===== src/rtl/delay_pkg.sv =====
// rtl/delay_pkg.sv - shared constants and helpers for the programmable delay line
package delay_pkg;

    function automatic int delay_dw(input int max_delay);
        return $clog2(max_delay + 1);
    endfunction

    // Out-of-range requests saturate so the tap index is always a real stage.
    function automatic int delay_clamp(input int cfg, input int max_delay);
        if (cfg < 1) return 1;
        if (cfg > max_delay) return max_delay;
        return cfg;
    endfunction

    function automatic int lane_lo(input int lane, input int width);
        return lane * width;
    endfunction

endpackage


===== src/rtl/delay_line_prog_if.sv =====
// rtl/delay_line_prog_if.sv - stream, control and tap signals of the delay line
interface delay_line_prog_if #(
    parameter int WIDTH     = 8,
    parameter int CHANNELS  = 2,
    parameter int MAX_DELAY = 16
);
    import delay_pkg::*;

    localparam int DW = delay_dw(MAX_DELAY);

    logic                        ce;
    logic                        flush;
    logic                        x_valid;
    logic [WIDTH*CHANNELS-1:0]   x;
    logic                        delay_load;
    logic [DW-1:0]               delay_cfg;
    logic [DW-1:0]               delay_cur;
    logic                        y_valid;
    logic [WIDTH*CHANNELS-1:0]   y;

    modport master (
        output ce, flush, x_valid, x, delay_load, delay_cfg,
        input  delay_cur, y_valid, y
    );

    modport slave (
        input  ce, flush, x_valid, x, delay_load, delay_cfg,
        output delay_cur, y_valid, y
    );
endinterface


===== src/rtl/delay_stage.sv =====
// rtl/delay_stage.sv - one {valid, data} register with clock enable and flush
module delay_stage #(
    parameter int W = 17
) (
    input  logic         clk,
    input  logic         rst_n,
    input  logic         ce,
    input  logic         flush,
    input  logic [W-1:0] d,
    output logic [W-1:0] q
);

    // Flush clears regardless of ce so stale samples never leak past a flush.
    always_ff @(posedge clk or negedge rst_n) begin
        if (!rst_n) begin
            q <= '0;
        end else if (flush) begin
            q <= '0;
        end else if (ce) begin
            q <= d;
        end
    end

endmodule


===== src/rtl/delay_line_prog.sv =====
// rtl/delay_line_prog.sv - programmable-depth multi-channel valid-tagged delay line
module delay_line_prog
    import delay_pkg::*;
#(
    parameter int WIDTH       = 8,
    parameter int CHANNELS    = 2,
    parameter int MAX_DELAY   = 16,
    parameter int RESET_DELAY = 8
) (
    input  logic                clk,
    input  logic                rst_n,
    delay_line_prog_if.slave    bus
);

    localparam int DW = delay_dw(MAX_DELAY);
    localparam int TW = WIDTH * CHANNELS;
    localparam logic [DW-1:0] CUR_RST = DW'(delay_clamp(RESET_DELAY, MAX_DELAY));

    // Each stage word is {valid, data}; stage 0 takes the live input.
    logic [TW:0]   st [MAX_DELAY];
    logic [DW-1:0] cur;
    logic          tap_valid;
    logic [TW-1:0] tap_data;

    for (genvar i = 0; i < MAX_DELAY; i++) begin : g_stage
        if (i == 0) begin : g_head
            delay_stage #(.W(TW + 1)) u_stage (
                .clk   (clk),
                .rst_n (rst_n),
                .ce    (bus.ce),
                .flush (bus.flush),
                .d     ({bus.x_valid, bus.x}),
                .q     (st[i])
            );
        end else begin : g_body
            delay_stage #(.W(TW + 1)) u_stage (
                .clk   (clk),
                .rst_n (rst_n),
                .ce    (bus.ce),
                .flush (bus.flush),
                .d     (st[i-1]),
                .q     (st[i])
            );
        end
    end

    always_ff @(posedge clk or negedge rst_n) begin
        if (!rst_n) begin
            cur <= CUR_RST;
        end else if (bus.delay_load) begin
            cur <= DW'(delay_clamp(int'(bus.delay_cfg), MAX_DELAY));
        end
    end

    // delay_cur is always 1..MAX_DELAY, so exactly one stage matches.
    always_comb begin
        tap_valid = 1'b0;
        tap_data  = '0;
        for (int i = 0; i < MAX_DELAY; i++) begin
            if (cur == DW'(i + 1)) begin
                tap_valid = st[i][TW];
                tap_data  = st[i][TW-1:0];
            end
        end
    end

    assign bus.delay_cur = cur;
    assign bus.y_valid   = tap_valid;
    assign bus.y         = tap_data;

endmodule


===== src/flat_wrapper.sv =====
// flat-port wrapper written by rule: the top's interface ports become plain ports
module delay_line_prog_flat import delay_pkg::*;
#(
    parameter int WIDTH       = 8,
    parameter int CHANNELS    = 2,
    parameter int MAX_DELAY   = 16,
    parameter int RESET_DELAY = 8
)
  (clk, rst_n, bus_ce, bus_flush, bus_x_valid, bus_x, bus_delay_load, bus_delay_cfg, bus_delay_cur, bus_y_valid, bus_y);
  delay_line_prog_if #(.WIDTH(WIDTH), .CHANNELS(CHANNELS), .MAX_DELAY(MAX_DELAY)) bus_i ();
  input  logic clk;
  input  logic rst_n;
  input wire logic [$bits(bus_i.ce)-1:0] bus_ce;
  input wire logic [$bits(bus_i.flush)-1:0] bus_flush;
  input wire logic [$bits(bus_i.x_valid)-1:0] bus_x_valid;
  input wire logic [$bits(bus_i.x)-1:0] bus_x;
  input wire logic [$bits(bus_i.delay_load)-1:0] bus_delay_load;
  input wire logic [$bits(bus_i.delay_cfg)-1:0] bus_delay_cfg;
  output wire logic [$bits(bus_i.delay_cur)-1:0] bus_delay_cur;
  output wire logic [$bits(bus_i.y_valid)-1:0] bus_y_valid;
  output wire logic [$bits(bus_i.y)-1:0] bus_y;
  assign bus_i.ce = bus_ce;
  assign bus_i.flush = bus_flush;
  assign bus_i.x_valid = bus_x_valid;
  assign bus_i.x = bus_x;
  assign bus_i.delay_load = bus_delay_load;
  assign bus_i.delay_cfg = bus_delay_cfg;
  assign bus_delay_cur = bus_i.delay_cur;
  assign bus_y_valid = bus_i.y_valid;
  assign bus_y = bus_i.y;
  delay_line_prog #(.WIDTH(WIDTH), .CHANNELS(CHANNELS), .MAX_DELAY(MAX_DELAY), .RESET_DELAY(RESET_DELAY)) u_core (.clk(clk), .rst_n(rst_n), .bus(bus_i));
endmodule

===== config.mk =====
export PLATFORM = sky130hd
export DESIGN_NAME = delay_line_prog_flat
export DESIGN_NICKNAME = d
export VERILOG_FILES = /design/src/rtl/delay_pkg.sv /design/src/rtl/delay_line_prog_if.sv /design/src/rtl/delay_stage.sv /design/src/rtl/delay_line_prog.sv /design/src/flat_wrapper.sv
export SDC_FILE = /design/constraint.sdc
export NUM_CORES = 1
export LEC_CHECK = 0
export CAP_MARGIN = 20
export CELL_PAD_IN_SITES_DETAIL_PLACEMENT = 1
export CELL_PAD_IN_SITES_GLOBAL_PLACEMENT = 1
export CORE_MARGIN = 1.5
export CORE_UTILIZATION = 40
export CTS_BUF_LIST = sky130_fd_sc_hd__clkbuf_8
export DETAILED_ROUTE_END_ITERATION = 6
export PLACE_DENSITY_LB_ADDON = 0.2
export SYNTH_ARGS = -nofsm -noshare
export SYNTH_HDL_FRONTEND = slang
export SYNTH_SLANG_ARGS = --single-unit

===== constraint.sdc =====
create_clock -name clk -period 6.2 [get_ports clk]
set_input_delay 1.24 -clock clk [delete_from_list [all_inputs] [get_ports clk]]
set_output_delay 1.24 -clock clk [all_outputs]
set_load 0.01 [all_outputs]

# After elaboration in Yosys (flattened, before gate mapping)

Index checks and enable logic that the tools add are counted.

Reductions and logical operators: 1
Equality and inequality tests: 16
Multiplexer cells: 73
Order comparisons: 2

Operators by type and width:

| cell                 | count |
|---|---|
| $mux W17             | 32 |
| $mux W16             | 16 |
| $eq A5 B4 Y1 const B | 8 |
| $mux W1              | 22 |
| $eq A5 B3 Y1 const B | 4 |
| $mux W5              | 3 |
| $eq A5 B2 Y1 const B | 2 |
| $eq A5 B1 Y1 const B | 1 |
| $eq A5 B5 Y1 const B | 1 |
| $gt A5 B5 Y1 const B | 1 |
| $lt A5 B1 Y1 const B | 1 |
| $reduce_bool A2 Y1   | 1 |

Output and inout port bits: 22
Logic and storage cells: 109
Input bits: 27
Bits in registers: 277

# Depth between registers and ports, before layout

Depth in word-level cells: 17
Mapped depth: 10

# By module

Synthesis repeated with hierarchy kept, for this count alone.

Cells, all modules: 1351
Area total of the unflattened synthesis: 14392.6 um2

Modules (own cells, without submodules):

| module          | times used | cells each | seq. area each (um2) | area each (um2) |
|---|---|---|---|---|
| delay_stage     | 16         | 55         | 425.4                | 699.4 |
| delay_line_prog | 1          | 471        | 126.4                | 3201.8 |

# Worst setup path before layout

No wires, ideal clock.

Path kind: reg-to-output
Start: register u_core.cur[3] (netlist: u_core.bus.delay_cur[3])
End: output bus_y[7]
Data required time: 4960 ps
Arrival time: 1901 ps
Buffers on the path: 2
Stages on the path, launching flop included: 9
Slack: 3059 ps
Cells stage by stage: dfstp_2 or3b_1 buf_2 nor2_2 buf_4 a31oi_1 a31oi_1 o21ai_1 a22oi_1

Word-level cells in the longest chain between the ends: 17

RTL lines:

| what                     | line                  | text |
|---|---|---|
| start: declaration       | delay_line_prog.sv:21 | `logic [DW-1:0] cur;` |
| start signal: assignment | delay_line_prog.sv:51 | `cur <= DW'(delay_clamp(int'(bus.delay_cfg), MAX_DELAY));` |
| $eq A5 B1 Y1             | delay_line_prog.sv:60 | `if (cur == DW'(i + 1)) begin` |
| $mux W16 (15 in series)  | delay_line_prog.sv:60 |  |
| $mux W16 (*)             | delay_line_prog.sv:60 |  |
| end: declaration         | flat_wrapper.sv:21    | `output wire logic [$bits(bus_i.y)-1:0] bus_y;` |

Every way passes the cells marked *; elsewhere a longest branch is shown, timed or not.

# Worst setup path after layout

Start: register u_core.cur[1] (netlist: u_core.bus.delay_cur[1])
End: output bus_y[9]

Same word-level chain as after synthesis.

==> impl_metrics.env <==
export IMPL_run_status="finished clean"
export IMPL_cts_htree_levels=2
export IMPL_path_clk_slew_ns=0.06
export IMPL_layout_drive_gt1_share=0.0802
export IMPL_area_growth_syn_to_layout_pct=12.6
export IMPL_endpoint_class_of_the_critical_path="output port"
export IMPL_cts_buffer_depth=3
export IMPL_route_detailed_vias_per_inst=5.75
export IMPL_pwr_share_comb=0.116
export IMPL_max_slew_worst_pin_slew_ns=1.11
export IMPL_post_dp_hpwl_um=29400
export IMPL_p_seq_frac=0.460
export IMPL_synth_cells=1358
export IMPL_grt_overflow=0
export IMPL_final_min_clock_period_ns=5.63
export IMPL_antenna_left=0
export IMPL_ioPinCount=49
export IMPL_critPathArrivalTime_ns=4.39
export IMPL_setup_worst_path_end="bus_y[9]"
export IMPL_maximum_number_of_pins_on_one_net_before_global_route_repair=143
export IMPL_global_route_wire_length_before_repair_um=68500
export IMPL_p_leak_nw=7.56
export IMPL_worstPathRequired_ns=4.96
export IMPL_antenna_found_initial=0
export IMPL_power_spent_charging_and_discharging_nets_mw=1.11
export IMPL_hold_viol=0
export IMPL_nFillCells=3711
export IMPL_ys_seq_elements=277
export IMPL_postSynth_asyncResetShare=1.00
export IMPL_crit_fanout=29
export IMPL_upper_clock_frequency_limit_ghz=0.178
export IMPL_die_h_um=189
export IMPL_design_power_total_mw=4.04
export IMPL_synth_avg_cell_area_um2=10.2
export IMPL_reg2reg_from="u_core.bus.delay_cur[1]$_DFFE_PN0P_"
export IMPL_yosys_warnings=0
export IMPL_synth_enable_flop_cells=0
export IMPL_finalSetupTns_ns=0
export IMPL_clock_tree_from_tritoncts="built"
export IMPL_post_synthesis_instance_area_um2=13800
export IMPL_reg2reg_depth=2
export IMPL_setup_worst_path_class="reg2out"
export IMPL_first_pass_iters=7
export IMPL_drc_errors=0
export IMPL_postRouteWirelength_um=43900
export IMPL_startpoint_type_of_the_worst_setup_path="flip-flop"
export IMPL_drt_first_iter_violations=975
export IMPL_clock_sinks=277
export IMPL_antenna_diode_count=0
export IMPL_grt_setup_unrepaired="false"
export IMPL_r2r_slack_ns=4.04
export IMPL_netSwitchingFraction=0.274
export IMPL_count_of_cell_types_in_the_netlist=71
export IMPL_hold_path_class="reg2reg"
export IMPL_floorplan_die_area_um2=35700
export IMPL_cts_buffers_inserted=51
export IMPL_overall_routing_resource_usage=0.248
export IMPL_finalWeightedCongestion=0.908
export IMPL_numPortBuffers=48
export IMPL_cts_hold_buffers=0
export IMPL_timing_final_max_slew_violations=0
export IMPL_finalClockSkew_ns=0.0183
export IMPL_synth_fp_nets=1385
export IMPL_max_cap_violations=0
export IMPL_vias=10700
export IMPL_coreArea_um2=33800
export IMPL_power_report_internal_total_mw=2.94
export IMPL_fin_nets=1401
export IMPL_cts_setup_buffers=0
export IMPL_report_final_setup_viol=0
export IMPL_std_cell_rows=67
export IMPL_timing_hold_worst_path_depth=2
export IMPL_start_util=0.409
export IMPL_powerDensity_nw_per_um2=260
export IMPL_irDropWorstVdd_v=0.000116
export IMPL_timing_max_slew_rel_slack=0.252
export IMPL_yosys_most_used_dff="sky130_fd_sc_hd__dfrtp_1"
export IMPL_first_global_vias=11000
export IMPL_worstReg2RegEnd="u_core.bus.delay_cur[1]$_DFFE_PN0P_"
export IMPL_power_clock_fraction=0.424
export IMPL_final_min_period_over_clock_period=0.909
export IMPL_clockRootBuffer="sky130_fd_sc_hd__clkbuf_8"
export IMPL_cts_repair_resized=0
export IMPL_timing_critical_path_from="u_core.bus.delay_cur[1]$_DFFE_PN0P_"
export IMPL_detail_route_wl_per_cell_um=23.7
export IMPL_clk_latency_ns=0.58
export IMPL_die_width_um=189
export IMPL_ys_seq_area_frac=0.501
==> synthesized netlist by cell type (all sizes together) (5+ instances only) <==
master	count	area share
nor2	319	0.088
mux2i	287	0.21
dfrtp	276	0.50
o21ai	81	0.029
nand2	54	0.015
clkbuf	52	0.014
buf	49	0.020
a21oi	36	0.013
a22oi	22	0.012
o22ai	21	0.0095
nand3	15	0.0054
a221oi	11	0.0074
nor3	11	0.0052
a2bb2oi	8	0.0051
inv	8	0.0022
nor2b	8	0.0040
o221ai	8	0.0051
a31oi	7	0.0032
and3	6	0.0027
a222oi	5	0.0036
nand2b	5	0.0023
nand3b	5	0.0030
==> worst max-delay path: stages (launching register included) <==
cell and delay (ns):
sky130_fd_sc_hd__dfrtp_1 0.76, sky130_fd_sc_hd__nor2_2 0.61, sky130_fd_sc_hd__nand3_1 0.67, sky130_fd_sc_hd__nand2_1 0.33, sky130_fd_sc_hd__o21ai_1 0.12, sky130_fd_sc_hd__a222oi_1 0.47, sky130_fd_sc_hd__o21ai_1 0.29, sky130_fd_sc_hd__clkdlybuf4s50_1 0.55
==> metrics by stage <==
stage / hold WS (ns) / cell area, um2 / util / instances / setup slack, ns
after detailed placement: 0.515 / 14600 / 0.431 / 1769 / 1.34
after floorplan: 0.485 / 13800 / - / 1358 / 3.06
after CTS: 0.528 / 15600 / 0.461 / 1857 / 0.652
after global routing: 0.553 / 15600 / 0.461 / 1857 / 0.446
after global placement: 0.501 / 14600 / 0.431 / 1769 / 1.40
final: 0.530 / 15600 / 0.461 / 1857 / 0.567
==> area by class of cell <==
type / instances / area [um2] / share of cell area
Inverter: 9 / 33.8 / 0.00217
Sequential cell: 277 / 6930 / 0.445
Timing Repair Buffer: 64 / 652 / 0.0419
Clock buffer: 63 / 867 / 0.0557
Tap cell: 448 / 561 / 0.0360
Multi-Input combinational cell: 971 / 6390 / 0.411
Clock inverter: 25 / 128 / 0.00820
==> cells by family (layout without fill, tap and decap cells) <==
family,count (synthesis),in the layout,share of synthesized area
compound gates,240,240,0.115
simple gates,440,440,0.136
flops,277,277,0.501
mux,291,291,0.211
buf+inv,110,161,0.0365
==> sequential cells by signal, indices dropped and copies added, names as in the netlist <==
signal	flops
u_core.g_stage.g_body.u_stage.q	255
u_core.bus.delay_cur	5
u_core.g_stage.g_head.u_stage.q	17
==> layout by cell type, fill, tap and decap left out, drive strengths merged, types with 3 or more instances in the layout <==
cell	synthesis	routed
o22ai	21	21
o221ai	8	8
a221oi	11	11
o21ai	81	81
a22oi	22	22
a211oi	4	4
a32oi	3	3
nand2	54	54
nor2	319	319
a222oi	5	5
a31oi	7	7
and3	6	6
inv	8	28
o21a	4	4
buf	49	18
nand3	15	15
a21oi	36	36
o211ai	3	3
a221o	3	3
nand3b	5	5
clkbuf	52	64
mux2	4	4
clkdlybuf4s50	0	45
clkinv	1	4
mux2i	287	287
a2bb2oi	8	8
o221a	4	4
nand2b	5	5
nor3	11	11
dfrtp	276	276
nor2b	8	8
==> worst min path at each step <==
| stage | startpoint | to | slack [ns] |
|---|---|---|---|
| after floorplan | u_core.g_stage[15].g_body.u_stage.q[16]$_DFFE_PN0P_ | u_core.g_stage[15].g_body.u_stage.q[16]$_DFFE_PN0P_ | 0.49 |
| after global placement | u_core.g_stage[15].g_body.u_stage.q[16]$_DFFE_PN0P_ | u_core.g_stage[15].g_body.u_stage.q[16]$_DFFE_PN0P_ | 0.50 |
| after detailed placement | u_core.g_stage[15].g_body.u_stage.q[16]$_DFFE_PN0P_ | u_core.g_stage[15].g_body.u_stage.q[16]$_DFFE_PN0P_ | 0.51 |
| after CTS | u_core.g_stage[15].g_body.u_stage.q[16]$_DFFE_PN0P_ | u_core.g_stage[15].g_body.u_stage.q[16]$_DFFE_PN0P_ | 0.53 |
| after global routing | u_core.g_stage[15].g_body.u_stage.q[1]$_DFFE_PN0P_ | u_core.g_stage[15].g_body.u_stage.q[1]$_DFFE_PN0P_ | 0.55 |
| final | u_core.g_stage[15].g_body.u_stage.q[16]$_DFFE_PN0P_ | u_core.g_stage[15].g_body.u_stage.q[16]$_DFFE_PN0P_ | 0.53 |
==> power by group through the flow <==
stage / sequential [mW] / combinational (mW) / clock [mW]
after global placement: 1.89 / 0.462 / 0
after global routing: 1.86 / 0.500 / 1.85
after detailed placement: 1.89 / 0.465 / 0
final: 1.86 / 0.468 / 1.72
after CTS: 1.86 / 0.467 / 1.76
after floorplan: 1.87 / 0.289 / 0
==> layer usage <==
layer,global-route usage,part of all wire
met5,0,0
met4,0.0620,0.021
met3,0.0382,0.049
met2,0.377,0.45
met1,0.369,0.48
Power figures use the tool's default switching activity.
